File: src/rtl/ercm8_pkg.sv
// Shared widths for the ercm8 reconfigurable approximate multiplier.
package ercm8_pkg;
    localparam int OP_W   = 8;
    localparam int MASK_W = 7;
    localparam int PROD_W = 16;
endpackage : ercm8_pkg

File: src/rtl/ercm8_col_cell.sv
// Full adder with an approximate bypass: when i_approx is set the three inputs
// are OR-reduced and no carry leaves the cell.
import ercm8_pkg::*;

module ercm8_col_cell (
    input  logic i_a,
    input  logic i_b,
    input  logic i_c,
    input  logic i_approx,
    output logic o_sum,
    output logic o_carry
);
    logic w_xor;
    logic w_or;
    logic w_maj;

    assign w_xor   = i_a ^ i_b ^ i_c;
    assign w_or    = i_a | i_b | i_c;
    assign w_maj   = (i_a & i_b) | (i_a & i_c) | (i_b & i_c);
    assign o_sum   = i_approx ? w_or : w_xor;
    assign o_carry = i_approx ? 1'b0 : w_maj;
endmodule : ercm8_col_cell

File: src/rtl/ercm8_v2_7.sv
// 8x8 unsigned multiplier whose low seven partial-product columns can each be
// switched to an OR approximation at run time; product is registered.
import ercm8_pkg::*;

module ercm8_v2_7 (
    input  logic              i_clk,
    input  logic              i_rst_n,
    input  logic [OP_W-1:0]   i_dat_in_a,
    input  logic [OP_W-1:0]   i_dat_in_b,
    input  logic [MASK_W-1:0] i_mask,
    output logic [PROD_W-1:0] o_dat
);
    logic [MASK_W-1:0]      w_col_sum;
    logic [MASK_W-1:0][2:0] w_col_cy;
    logic [PROD_W-1:0]      w_low;
    logic [PROD_W-1:0]      w_high;
    logic [PROD_W-1:0]      w_prod;
    logic [PROD_W-1:0]      r_dat;

    // Each low column's own partial products run through a chain of cells:
    // one sum bit stays in column c, one carry per cell moves to column c+1.
    // Incoming carries are added later, so an approximated column only ORs its own bits.
    for (genvar c = 0; c < MASK_W; c++) begin : g_col
        logic [c:0] w_b;
        for (genvar i = 0; i <= c; i++) begin : g_pp
            assign w_b[i] = i_dat_in_a[i] & i_dat_in_b[c-i];
        end
        if (c == 0) begin : g_single
            assign w_col_sum[c] = w_b[0];
            assign w_col_cy[c]  = 3'b000;
        end else begin : g_chain
            localparam int NC = (c + 1) / 2;
            logic [NC-1:0] w_s;
            logic [NC-1:0] w_cy;
            for (genvar k = 0; k < NC; k++) begin : g_cell
                logic w_x;
                logic w_y;
                logic w_z;
                if (k == 0) begin : g_first
                    assign w_x = w_b[0];
                end else begin : g_next
                    assign w_x = w_s[k-1];
                end
                assign w_y = w_b[2*k+1];
                if (2*k+2 <= c) begin : g_three
                    assign w_z = w_b[2*k+2];
                end else begin : g_two
                    assign w_z = 1'b0;
                end
                ercm8_col_cell u_cell (
                    .i_a      (w_x),
                    .i_b      (w_y),
                    .i_c      (w_z),
                    .i_approx (i_mask[c]),
                    .o_sum    (w_s[k]),
                    .o_carry  (w_cy[k])
                );
            end
            assign w_col_sum[c] = w_s[NC-1];
            assign w_col_cy[c]  = 3'(w_cy);
        end
    end

    always_comb begin
        w_low = '0;
        for (int c = 0; c < MASK_W; c++) begin
            w_low = w_low + (PROD_W'(w_col_sum[c]) << c);
            for (int k = 0; k < 3; k++) begin
                w_low = w_low + (PROD_W'(w_col_cy[c][k]) << (c + 1));
            end
        end
    end

    // Columns 7..14 are always exact: keep only row bits at weight >= 2^7.
    always_comb begin
        w_high = '0;
        for (int i = 0; i < OP_W; i++) begin
            w_high = w_high +
                     ((PROD_W'(i_dat_in_b & {OP_W{i_dat_in_a[i]}}) << i) & PROD_W'(16'hFF80));
        end
    end

    assign w_prod = w_low + w_high;

    always_ff @(posedge i_clk) begin
        if (!i_rst_n) begin
            r_dat <= '0;
        end else begin
            r_dat <= w_prod;
        end
    end

    assign o_dat = r_dat;
endmodule : ercm8_v2_7

File: config.mk
export PLATFORM = sky130hd
export DESIGN_NAME = ercm8_v2_7
export DESIGN_NICKNAME = d
export VERILOG_FILES = /design/src/rtl/ercm8_pkg.sv /design/src/rtl/ercm8_col_cell.sv /design/src/rtl/ercm8_v2_7.sv
export SDC_FILE = /design/constraint.sdc
export NUM_CORES = 1
export LEC_CHECK = 0
export CORE_MARGIN = 3
export CORE_UTILIZATION = 40
export DETAILED_ROUTE_END_ITERATION = 16
export GPL_TIMING_DRIVEN = 0
export PLACE_DENSITY = 0.67
export REMOVE_ABC_BUFFERS = 1
export SLEW_MARGIN = 10
export SYNTH_ARGS = -nofsm -noshare
export SYNTH_HDL_FRONTEND = slang
export SYNTH_SLANG_ARGS = --single-unit
File: constraint.sdc
create_clock -name i_clk -period 11.6 [get_ports i_clk]
set_clock_uncertainty 0.2 [all_clocks]
set_input_delay 2.32 -clock i_clk [delete_from_list [all_inputs] [get_ports i_clk]]
set_output_delay 2.32 -clock i_clk [all_outputs]
set_load 0.01 [all_outputs]
* After elaboration in Yosys (flattened, before gate mapping)
Index checks and enable logic that the tools add are counted.
** Storage, ports and cells
- Register bits :: 16
- Latch bits :: 0
- Bits in writable memories :: 0
- ROM bits :: 0
- Input port bits :: 25
- Output and inout port bits :: 16
- Word-level logic and storage cells :: 177
- Memories :: 0
** Cells by class
- Add/sub/neg operators :: 26
- $mul :: 0
- Divide/modulo/power cells :: 0
- Order comparisons :: 0
- Equality and inequality tests :: 0
- Shifts and indexed selects :: 0
- Mux-type cells :: 24
- Bitwise operators :: 126
- Reductions and logical operators :: 0
** Operators by type and width (count)
- adder 16 bit :: 7
- bitwise AND 8 bit :: 8
- bitwise AND 1 bit :: 58
- adder 16 x 8 -> 16 bit :: 3
- OR 1 bit :: 39
- two-way mux 1 bit :: 24
- XOR 1 bit :: 21
- adder 15 x 7 -> 16 bit :: 1
- adder 16 x 7 -> 16 bit :: 1
- adder 14 x 7 -> 15 bit :: 1
- adder 13 x 7 -> 14 bit :: 1
- adder 12 x 6 -> 13 bit :: 1
- adder 11 x 6 -> 12 bit :: 1
- adder 10 x 6 -> 11 bit :: 1
- adder 8 x 9 -> 10 bit :: 1
- adder 9 x 5 -> 10 bit :: 1
- adder 8 x 5 -> 9 bit :: 1
- adder 7 x 5 -> 8 bit :: 1
- adder 6 x 4 -> 7 bit :: 1
- adder 5 x 4 -> 6 bit :: 1
- adder 4 x 3 -> 5 bit :: 1
- adder 3 x 3 -> 4 bit :: 1
- adder 1 x 2 -> 3 bit :: 1

* Longest topological paths before layout
- Depth after elaboration :: 22
- Mapped depth :: 31
- Gate-level depth less buffers :: 31

* Hierarchy
A second synthesis with hierarchy kept.
** Second synthesis, totals
- Cell total of the unflattened synthesis :: 337
- Area total of the unflattened synthesis :: 2995.4 um^2
** Modules (own cells, without submodules)
- ercm8_v2_7 :: times used 1, cells an instance 241, area an instance 2274.7 um^2, sequential area each 320.3 um^2
- ercm8_col_cell :: times used 12, cells an instance 8, area an instance 60.1 um^2, sequential area each 0.0 um^2

* Worst setup path before layout
OpenSTA, ideal clock, no wires.
- Path kind :: input to register
- Start :: in i_dat_in_b[5]
- End :: reg r_dat[15] (netlist: o_dat[15])
- Library setup time :: 121 ps
- Data arrival time :: 8955 ps
- Data required time :: 11279 ps
- Slack :: 2324 ps
- Cell stages on the path :: 29
- Buffers on the path :: 0
- Cells stage by stage :: nand2_1 inv_1 fa_1 o22ai_1 fa_1 inv_1 o21a_1 ha_1 o21ai_0 fa_1 inv_1 ha_1 a21oi_1 nor2b_1 o21a_1 fa_1 inv_1 fa_1 fa_1 inv_1 fa_1 ha_1 ha_1 inv_1 fa_1 nor2b_4 o31a_1 o22ai_2 mux2_4
** On the way
- Word-level cells in the longest chain between the ends :: 18
- Elaborated cells between the ends (all ways) :: 78
- Classes of those cells :: add/sub (15); mux (12); bitwise (51)
** RTL lines
- start, declared :: RTL line ercm8_v2_7.sv:9 : input logic [OP_W-1:0] i_dat_in_b,
- bitwise AND 1 bit :: RTL line ercm8_v2_7.sv:26 : assign w_b[i] = i_dat_in_a[i] & i_dat_in_b[c-i];
- XOR 1 bit or OR 1 bit (tied branches) (2 in a row) :: RTL line ercm8_col_cell.sv:17, ercm8_col_cell.sv:18
- two-way mux 1 bit :: RTL line ercm8_col_cell.sv:20 : assign o_sum = i_approx ? w_or : w_xor;
- XOR 1 bit or OR 1 bit (tied branches) (2 in a row) :: RTL line ercm8_col_cell.sv:17, ercm8_col_cell.sv:18
- two-way mux 1 bit :: RTL line ercm8_col_cell.sv:20
- XOR 1 bit or OR 1 bit (tied branches) :: RTL line ercm8_col_cell.sv:17, ercm8_col_cell.sv:18
- two-way mux 1 bit :: RTL line ercm8_col_cell.sv:20
- adder 12 x 6 -> 13 bit :: RTL line ercm8_v2_7.sv:67 : w_low = w_low + (PROD_W'(w_col_sum[c]) << c);
- adder 13 x 7 -> 14 bit :: RTL line ercm8_v2_7.sv:69 : w_low = w_low + (PROD_W'(w_col_cy[c][k]) << (c + 1));
- adder 14 x 7 -> 15 bit :: RTL line ercm8_v2_7.sv:69
- adder 15 x 7 -> 16 bit :: RTL line ercm8_v2_7.sv:69
- adder 16 x 7 -> 16 bit :: RTL line ercm8_v2_7.sv:67
- adder 16 x 8 -> 16 bit (3 in a row) :: RTL line ercm8_v2_7.sv:69
- adder 16 bit * :: RTL line ercm8_v2_7.sv:83 : assign w_prod = w_low + w_high;
- end signal, assigned :: RTL line ercm8_v2_7.sv:89 : r_dat <= w_prod;
- end, declared :: RTL line ercm8_v2_7.sv:18 : logic [PROD_W-1:0] r_dat;
Every way passes the cells marked *; elsewhere a longest branch is shown, timed or not.
A chain may end at the register's enable or synchronous reset.

* Worst setup path after layout
- Start :: in i_dat_in_a[2]
- End :: reg r_dat[15] (netlist: o_dat[15])
** On the way
- Word-level cells in the longest chain between the ends :: 21
- Elaborated cells between the ends (all ways) :: 119
- Classes of those cells :: add/sub (23); mux (22); bitwise (74)
** RTL lines
- start, declared :: RTL line ercm8_v2_7.sv:8 : input logic [OP_W-1:0] i_dat_in_a,
- parallel branches: the longest is 20 deep, another holds adder 12 x 6 -> 13 bit
- adder 16 bit * :: RTL line ercm8_v2_7.sv:83
Every way passes the cells marked *.

==> metrics <==
outcome=completed; Place WS=1.19 ns; Reg clk slew, reported paths=0.06 ns; Worst Path Max Fanout=8; Cells after DPL=455; H-tree levels=1; post-route ant nets=0; CP arrival=10.10 ns; library cells used by synthesis=36; post-DR vias/cell=4.62; vias in the first global route=2198; CP Launch Type=input port; Yosys warnings=0; Most Frequent Cell on Critical Path=fa_1; Remaining DRCs=0; post-synthesis sequential area ratio=11.1%; Num CTS Buffers=3; Worst-Margin Slew=0.423 ns; Setup WS post-layout=1.45 ns; commonest cells after routing, fill and taps aside=65 x inv_1, 54 x ha_1, 40 x and2_1; final worst path period share=87.5%; Leakage=1.80 nW; initial antenna violation count=0; mean routed wirelength per cell=12.2 um; post-synthesis async set-or-reset flop share=0%; Post-synth top flop=dfxtp_1; Critical Path End=o_dat[15]; register area=320 um^2; total negative slack=0 ns; cts-stage hold buffer count=0; EDFF count, synth=0; Syn-to-layout area delta=19.3%; Synth Register Bits=16; nets@finish=482; io pins=41; Worst EP required=11.54 ns; Crit. Startpoint=i_dat_in_a[2]; multi-input gate area in the final layout=2300 um^2; CTS tree=done; Die H=90.8 um; crit end category=flip-flop; Root Driver=clkbuf_8; CP Class=in -> reg; drt first pass iters=4; Slowest Stage Delay on Critical Path=0.60 ns; Post-Syn Area per Cell=8.91 um^2; DR vias=2120; clock buffer depth=2; Final setup viols=0; PostCTS Resize Cnt=0; Slew Limit Fails=0; Gate Count Post-Synth=323; 1st-iter DRT viols=41; Peak VDD IR=0.0520 mV; Ant. Diodes=0; placed wire-length estimate=4.69 mm; Starting Density=41.9%; commonest non-fill, non-tap cell in the layout=inv_1; RSZ-0062 raised after global routing=no; Hold Vio Cnt, Final=0; max cap viols=0; Min-Delay Path Class=in -> reg; proportion of layout cells with a drive suffix above 1=2.75%; Power Density=113 nW/um^2; first-pass GRT wire length=9.87 mm; synthesized area=2880 um^2; die footprint=8250 um^2; Die W=90.8 um; Core Footprint=6870 um^2; number of flip-flops under the largest register name=16; fill count=640; clk sinks=16; number of setup buffers added after CTS=0; largest net degree at the start of global routing=13; FP Rows=30; final instance area=3430 um^2; Placed Area=3380 um^2; Worst path slowest cell=clkdlybuf4s50_1; routability cong.=0.790; Port Buffers=39; minimum clock period=10.15 ns; Detailed Route WL=5.62 mm; Layout Cells excl Fill=459; Slew headroom=71.7%; fmax=98.5 MHz; global route total overflow=0; GRT Util Overall=14.3%
## power by group
| part | internal [mW] | leakage (nW) | switching (mW) |
|---|---|---|---|
| logic | 0.130 | 1.64 | 0.134 |
| registers | 0.0716 | 0.133 | 0.00319 |
| clock network | 0.0301 | 0.0288 | 0.0184 |
| total | 0.232 | 1.80 | 0.156 |
## logic make-up (layout without fill, tap and decap cells)
family	after synthesis	in the layout	share of synthesized area, %
simple gates	112	112	20.5
fa+ha+maj	93	93	50.6
flops	16	16	11.1
xor+xnor	5	5	1.52
mux	3	3	1.22
compound gates	25	25	6.00
buf+inv	69	109	9.00
## how the worst min path moves through the flow
| stage | start | cells after the start | slack, ns | end |
|---|---|---|---|---|
| 2_1_floorplan | i_rst_n | 1 | 2.24 | o_dat[3] |
| 3_3_place_gp | i_mask[1] | 3 | 2.80 | o_dat[1] |
| 3_5_place_dp | i_mask[1] | 3 | 2.80 | o_dat[1] |
| 4_1_cts | i_mask[1] | 3 | 2.55 | o_dat[1] |
| 5_1_grt | i_mask[1] | 3 | 2.56 | o_dat[1] |
| 6_report | i_mask[1] | 3 | 2.55 | o_dat[1] |
## routing by layer
layer	up-vias	global-route usage (%)	share of wire, %
met1	1001	19.2	48
met2	27	24.8	48
met5	-	0	0
met3	8	0.583	1.9
met4	0	4.65	1.5
li1	1084	-	-
## worst max-delay path: cells and delay by family
family          cells  cell delay [ns]
buf+inv             6             0.87
fa+ha+maj          12             4.87
mux                 1             0.29
simple gates        3             0.52
compound gates      7             1.22
## area by class of cell
type,count,area share (%)
repair buffers,39,11.4
clock buffers,4,1.60
well taps,96,3.50
multi-input cells,238,67.0
flip-flops and latches,16,9.33
inverters,66,7.22
## cells in the mapped netlist (3+ instances only)
library cell	number	area, um^2
nor2_1	10	37.5
nand2_1	35	131
or2_2	3	18.8
a21oi_1	3	15.0
ha_1	54	676
o22ai_1	3	18.8
fa_1	39	781
dfxtp_1	16	320
xnor2_1	3	26.3
nand3_1	5	25.0
o21a_1	4	30.0
and2_1	40	250
nand2b_1	5	31.3
nor2b_1	5	31.3
inv_1	65	244
clkbuf_1	3	11.3
o21ai_0	6	30.0
## metrics by stage
| step | hold slack [ns] | total power, mW | util, % |
|---|---|---|---|
| final | 2.55 | 0.388 | 50.0 |
| after global routing | 2.56 | 0.437 | 50.0 |
| after CTS | 2.55 | 0.394 | 50.0 |
| after detailed placement | 2.80 | 0.340 | 49.2 |
| after global placement | 2.80 | 0.333 | 49.2 |
| after floorplan | 2.24 | 0.257 | - |
(Power assumes the default switching activity.)
==> patch 1, RTL diff (config.mk and constraints unchanged) <==
The package constant `PROD_W` goes from 16 to 32.
--- a/src/rtl/ercm8_pkg.sv
+++ b/src/rtl/ercm8_pkg.sv
@@ -4,3 +4,3 @@
     localparam int MASK_W = 7;
-    localparam int PROD_W = 16;
+    localparam int PROD_W = 32;
 endpackage : ercm8_pkg
Ports: changed (resized o_dat); port bits go from 41 to 57. No check against the original RTL was run, so the function may have changed too.
==> patch 1 against the unedited design <==
Largest power group unchanged; synthesized cell count up 8.7%; count of clock-buffer cells in the layout down 1; core utilization down 0.74 points; critical path depth unchanged; power down 2.8%; final area up 6.8%; routed wire length up 5.9%; area after synthesis up 10%; clock power down 14%; sequential power up 8.4%; combinational power down 4%; setup slack better by 140 ps; highest routed layer unchanged; sequential cell count up 2.
==> patch 1: results (changes against the unedited design) <==
[finish]
n_antenna_cell=0  ; unchanged
nNetsFinal=517  ; was 482
largest_register_ff_count=18  ; was 16
drive_gt1_frac=0.0129  ; was 0.0275
final_cells=488  ; was 459

[global_route]
grt_start_max_net_pins=24  ; was 13
grt.total_usage=0.140  ; was 0.143
grt_antenna_before_repair=0  ; unchanged
grt_pass1_wl_mm=10.1  ; was 9.87 mm
grt_pass1_vias=2260  ; was 2198

[worst_setup_path]
path_max_fanout=8  ; unchanged
cp_data_arrival_time_ps=9950  ; was 10100 ps
slowest_stage=clkdlybuf4s50_1  ; unchanged
slowest_delay_ps=600  ; about the same

[place]
gp_congestion=0.796  ; was 0.790
dpl_worst_slack_ps=1300  ; was 1190 ps
io_buffers=41  ; was 39
placed_cell_area_sq_um=3620  ; was 3380 sq um
dpl.hpwl_mm=5.05  ; was 4.69 mm

[yosys]
synthTopCellsByArea=fa_1, ha_1, dfxtp_1  ; unchanged
ys_top_cells_by_count=ha_1, inv_1, and2_1, fa_1, nand2_1  ; was inv_1, ha_1, and2_1, fa_1, nand2_1
synth-xor-area-share=0.0166  ; was 0.0152
synthMuxAreaShare=0.0126  ; was 0.0122
yosysWarnings=0  ; unchanged
synthCells=351  ; was 323
synthDistinctLibCells=36  ; unchanged
synth_compound_area_frac=0.0605  ; was 0.0600
synth_async_sr_flop_share=0  ; unchanged
synth_sequential_area_ratio=0.114  ; was 0.111
synthAdderAreaFrac=0.494  ; was 0.506
ys.flop_type=dfxtp_1  ; unchanged

[clock_network]
ctsResizeCount=0  ; unchanged
cts_buffers=3  ; unchanged
clkSlewWorstSetupHoldPaths_ps=70
cts.root.buffer_cell=clkbuf_8  ; unchanged
post_cts_buffers=0  ; unchanged
cts_buffer_depth=2  ; unchanged
h-tree-depth=1  ; unchanged

[detailed_routing]
firstDrtPassIters=4  ; unchanged
viasPerCell=4.62  ; about the same
initialDrtViolationCount=48  ; was 41
routed_wl_mm=5.95  ; was 5.62 mm

[power_and_ir_drop]
ir_worst_vdd_uv=64.5  ; was 52.0 uV
p_leak_nw=1.95  ; was 1.80 nW

[min_path]
hp-class=input pin to flop  ; unchanged

[status]
outcome=finished clean  ; unchanged

[sta]
tightest_slew_ps=653  ; was 423 ps

## patch 1: cell types whose count changed after synthesis, moves of 3 or more
| cell | unedited run | this run |
|---|---|---|
| buf_4 | 0 | 14 |
| ha_1 | 54 | 61 |
| and2_1 | 40 | 46 |
| inv_1 | 65 | 60 |
| nor2_1 | 10 | 5 |
| nand2_1 | 35 | 38 |
## patch 1: routing by layer
metal | vias up | GRT usage | wire [um]
li1 | 1146 | - | -
met1 | 1064 | 0.197 | 2880
met2 | 41 | 0.240 | 2850
met3 | 4 | 0.00478 | 159
met4 | 0 | 0.0313 | 54
met5 | - | 0 | 0
## patch 1: layout make-up
cell class              instances  area [sq um]
fillers                       725          3780
multi-input cells             267          2500
repair buffers                 41           410
flip-flops and latches         18           360
inverters                      60           225
well taps                      99           124
clock buffers                   3          41.3
## patch 1: worst paths after layout
path | cells after the start | slack, ps | start | endpoint
max | 29 | 1580 | i_dat_in_a[0] | o_dat[17]
min | 3 | 2610 | i_mask[1] | o_dat[1]
## patch 1: worst max-delay path, delay by kind of cell
family                     cells  cell delay, ps
adders and majority gates     12            5070
AOI/OAI and AO/OA              8            1290
buffers and inverters          6             860
and+or+nand+nor                2             260
muxes                          1             150
## patch 1: cells by family after synthesis
kind of cell / Yosys count
xor+xnor: 6
compound gates: 29
simple gates: 113
mux: 4
other cells: 1
buf+inv: 79
flops: 18
fa+ha+maj: 101
## patch 1: report_power, final
part           leakage [nW]  internal (mW)  total [mW]  switching (mW)
logic                  1.78          0.125       0.254           0.129
registers             0.149         0.0779      0.0811         0.00323
clock network        0.0216         0.0230      0.0417          0.0187
==> patch 2, RTL diff (same flow settings) <==
Without the edit above. Add an input register stage for `i_dat_in_a`, `i_dat_in_b` and `i_mask`, with the module's reset; this delays them by one clock.
--- a/src/rtl/ercm8_v2_7.sv
+++ b/src/rtl/ercm8_v2_7.sv
@@ -12,2 +12,19 @@
 );
+
+    logic [OP_W-1:0] i_dat_in_a_q;
+    logic [OP_W-1:0] i_dat_in_b_q;
+    logic [MASK_W-1:0] i_mask_q;
+
+    always_ff @(posedge i_clk) begin
+        if (!i_rst_n) begin
+            i_dat_in_a_q <= '0;
+            i_dat_in_b_q <= '0;
+            i_mask_q     <= '0;
+        end else begin
+            i_dat_in_a_q <= i_dat_in_a;
+            i_dat_in_b_q <= i_dat_in_b;
+            i_mask_q     <= i_mask;
+        end
+    end
+
     logic [MASK_W-1:0]      w_col_sum;
@@ -25,3 +42,3 @@
         for (genvar i = 0; i <= c; i++) begin : g_pp
-            assign w_b[i] = i_dat_in_a[i] & i_dat_in_b[c-i];
+            assign w_b[i] = i_dat_in_a_q[i] & i_dat_in_b_q[c-i];
         end
@@ -53,3 +70,3 @@
                     .i_c      (w_z),
-                    .i_approx (i_mask[c]),
+                    .i_approx (i_mask_q[c]),
                     .o_sum    (w_s[k]),
@@ -78,3 +95,3 @@
             w_high = w_high +
-                     ((PROD_W'(i_dat_in_b & {OP_W{i_dat_in_a[i]}}) << i) & PROD_W'(16'hFF80));
+                     ((PROD_W'(i_dat_in_b_q & {OP_W{i_dat_in_a_q[i]}}) << i) & PROD_W'(16'hFF80));
         end
Formal check against the unedited RTL: not equivalent (a bounded check fails within 4 cycles, from zero or initial values and one cycle with i_rst_n low).
==> patch 2 against the unedited design <==
Count of clock-buffer cells in the layout is 1 higher; area after synthesis is 20% higher; highest routed layer unchanged; final area is 19% higher; setup slack better by 3500 ps; sequential cell count is 22 higher; routed wire length is 15% higher.
Power is not compared: it rests on default switching activity, and its combinational part moved more than twofold at a synthesized area within 25%.
==> patch 2: results (changes against the unedited design) <==
[place]
gp_congestion=0.872  ; was 0.790
dp_cells=504  ; was 455
placed_cell_area_sq_um=3960  ; was 3380 sq um
dpl_worst_slack_ps=4920  ; was 1190 ps
dpl.hpwl_mm=5.24  ; was 4.69 mm

[yosys]
synthDistinctLibCells=37  ; was 36
synthTopCellsByArea=fa_1, dfxtp_1, ha_1  ; was fa_1, ha_1, dfxtp_1
ys_top_cells_by_count=and2_1, ha_1, inv_1, nand2_1, fa_1  ; was inv_1, ha_1, and2_1, fa_1, nand2_1
synth.avg_cell_area_sq_um=9.41  ; was 8.91 sq um
synth_sequential_area_ratio=0.220  ; was 0.111

[finish]
final_cells=512  ; was 459
drive_gt1_frac=0.0344  ; was 0.0275
nNetsFinal=526  ; was 482
largest_register_ff_count=16  ; unchanged
n_antenna_cell=0  ; unchanged

[global_route]
grt_use_met2=0.246  ; was 0.248
grtUsageMet3=0.0241  ; was 0.00583
grt_start_max_net_pins=40  ; was 13
use_met1=0.184  ; was 0.192
grt_pass1_wl_mm=11.2  ; was 9.87 mm
overflow=0  ; unchanged
grt.total_usage=0.143  ; about the same
grt_antenna_before_repair=0  ; unchanged

[worst_setup_path]
path_max_fanout=8  ; unchanged
slowest_stage=fa_1  ; was clkdlybuf4s50_1
cp_data_arrival_time_ps=6630  ; was 10100 ps
path_delay_family=adder cells  ; unchanged
slowest_delay_ps=550  ; was 600 ps

[clock_network]
ctsResizeCount=0  ; unchanged
h-tree-depth=2  ; was 1
clkSlewWorstSetupHoldPaths_ps=80  ; was 60 ps
cts_buffers=5  ; was 3
post_cts_buffers=0  ; unchanged

[sta]
tightest_slew_ps=1080  ; was 423 ps

[detailed_routing]
routed.top_layer=met4  ; unchanged
initialDrtViolationCount=113  ; was 41
num_vias=2484  ; was 2120
routed_wl_mm=6.46  ; was 5.62 mm
firstDrtPassIters=4  ; unchanged
met3RoutedLength_um=266  ; was 107 um
dr_wl_met2_mm=3.26  ; was 2.71 mm
wl_met1_mm=2.83  ; was 2.71 mm

[min_path]
hp-class=flop to flop  ; was input pin to flop

[status]
outcome=finished clean  ; unchanged

## patch 2: changes by cell type after synthesis, moves of 4 or more
cell	before	now
a31oi_1	0	4
dfxtp_1	16	38
nand2_1	35	41
clkbuf_1	3	8
inv_1	65	54
nor2b_1	5	9
and2_1	40	57
## patch 2: cell families (layout without fill, tap and decap cells)
family | count (synthesis) | count (layout) | synth area share
xor+xnor | 2 | 2 | 0.00506
buf+inv | 62 | 101 | 0.0672
flops | 38 | 38 | 0.220
fa+ha+maj | 95 | 95 | 0.428
mux | 3 | 3 | 0.0101
compound gates | 30 | 30 | 0.0589
simple gates | 138 | 138 | 0.212
## patch 2: tightest hold or removal path, delay by kind of cell (launching register included)
| family | cells | cell delay, ps |
|---|---|---|
| flip-flops | 1 | 350 |
| multiplexers | 1 | 80 |
| AND/OR/NAND/NOR | 1 | 90 |
## patch 2: worst paths after layout
kind | depth (start not counted) | startpoint | slack (ps) | to
max | 25 | i_dat_in_a_q[0] | 4950 | o_dat[15]
min | 2 | i_mask_q[1] | 360 | o_dat[1]
max reg2reg | 25 | i_dat_in_a_q[0] | 4950 | o_dat[15]
min reg2reg | 2 | i_mask_q[1] | 360 | o_dat[1]
## patch 2: area by class of cell
class,instances,area [sq um]
Tap cell,105,131
Fill cell,785,4230
Clock inverter,3,45.0
Multi-Input combinational cell,268,2470
Clock buffer,5,68.8
Sequential cell,38,761
Timing Repair Buffer,39,390
Inverter,54,203
## patch 2: power by group
part | leakage, nW | switching, mW | internal (mW) | total, mW
Clock | 0.0504 | 0.0536 | 0.0640 | 0.118
Combinational | 1.69 | 0.0435 | 0.0471 | 0.0906
Sequential | 0.315 | 0.00966 | 0.140 | 0.150
Total | 2.05 | 0.107 | 0.251 | 0.358
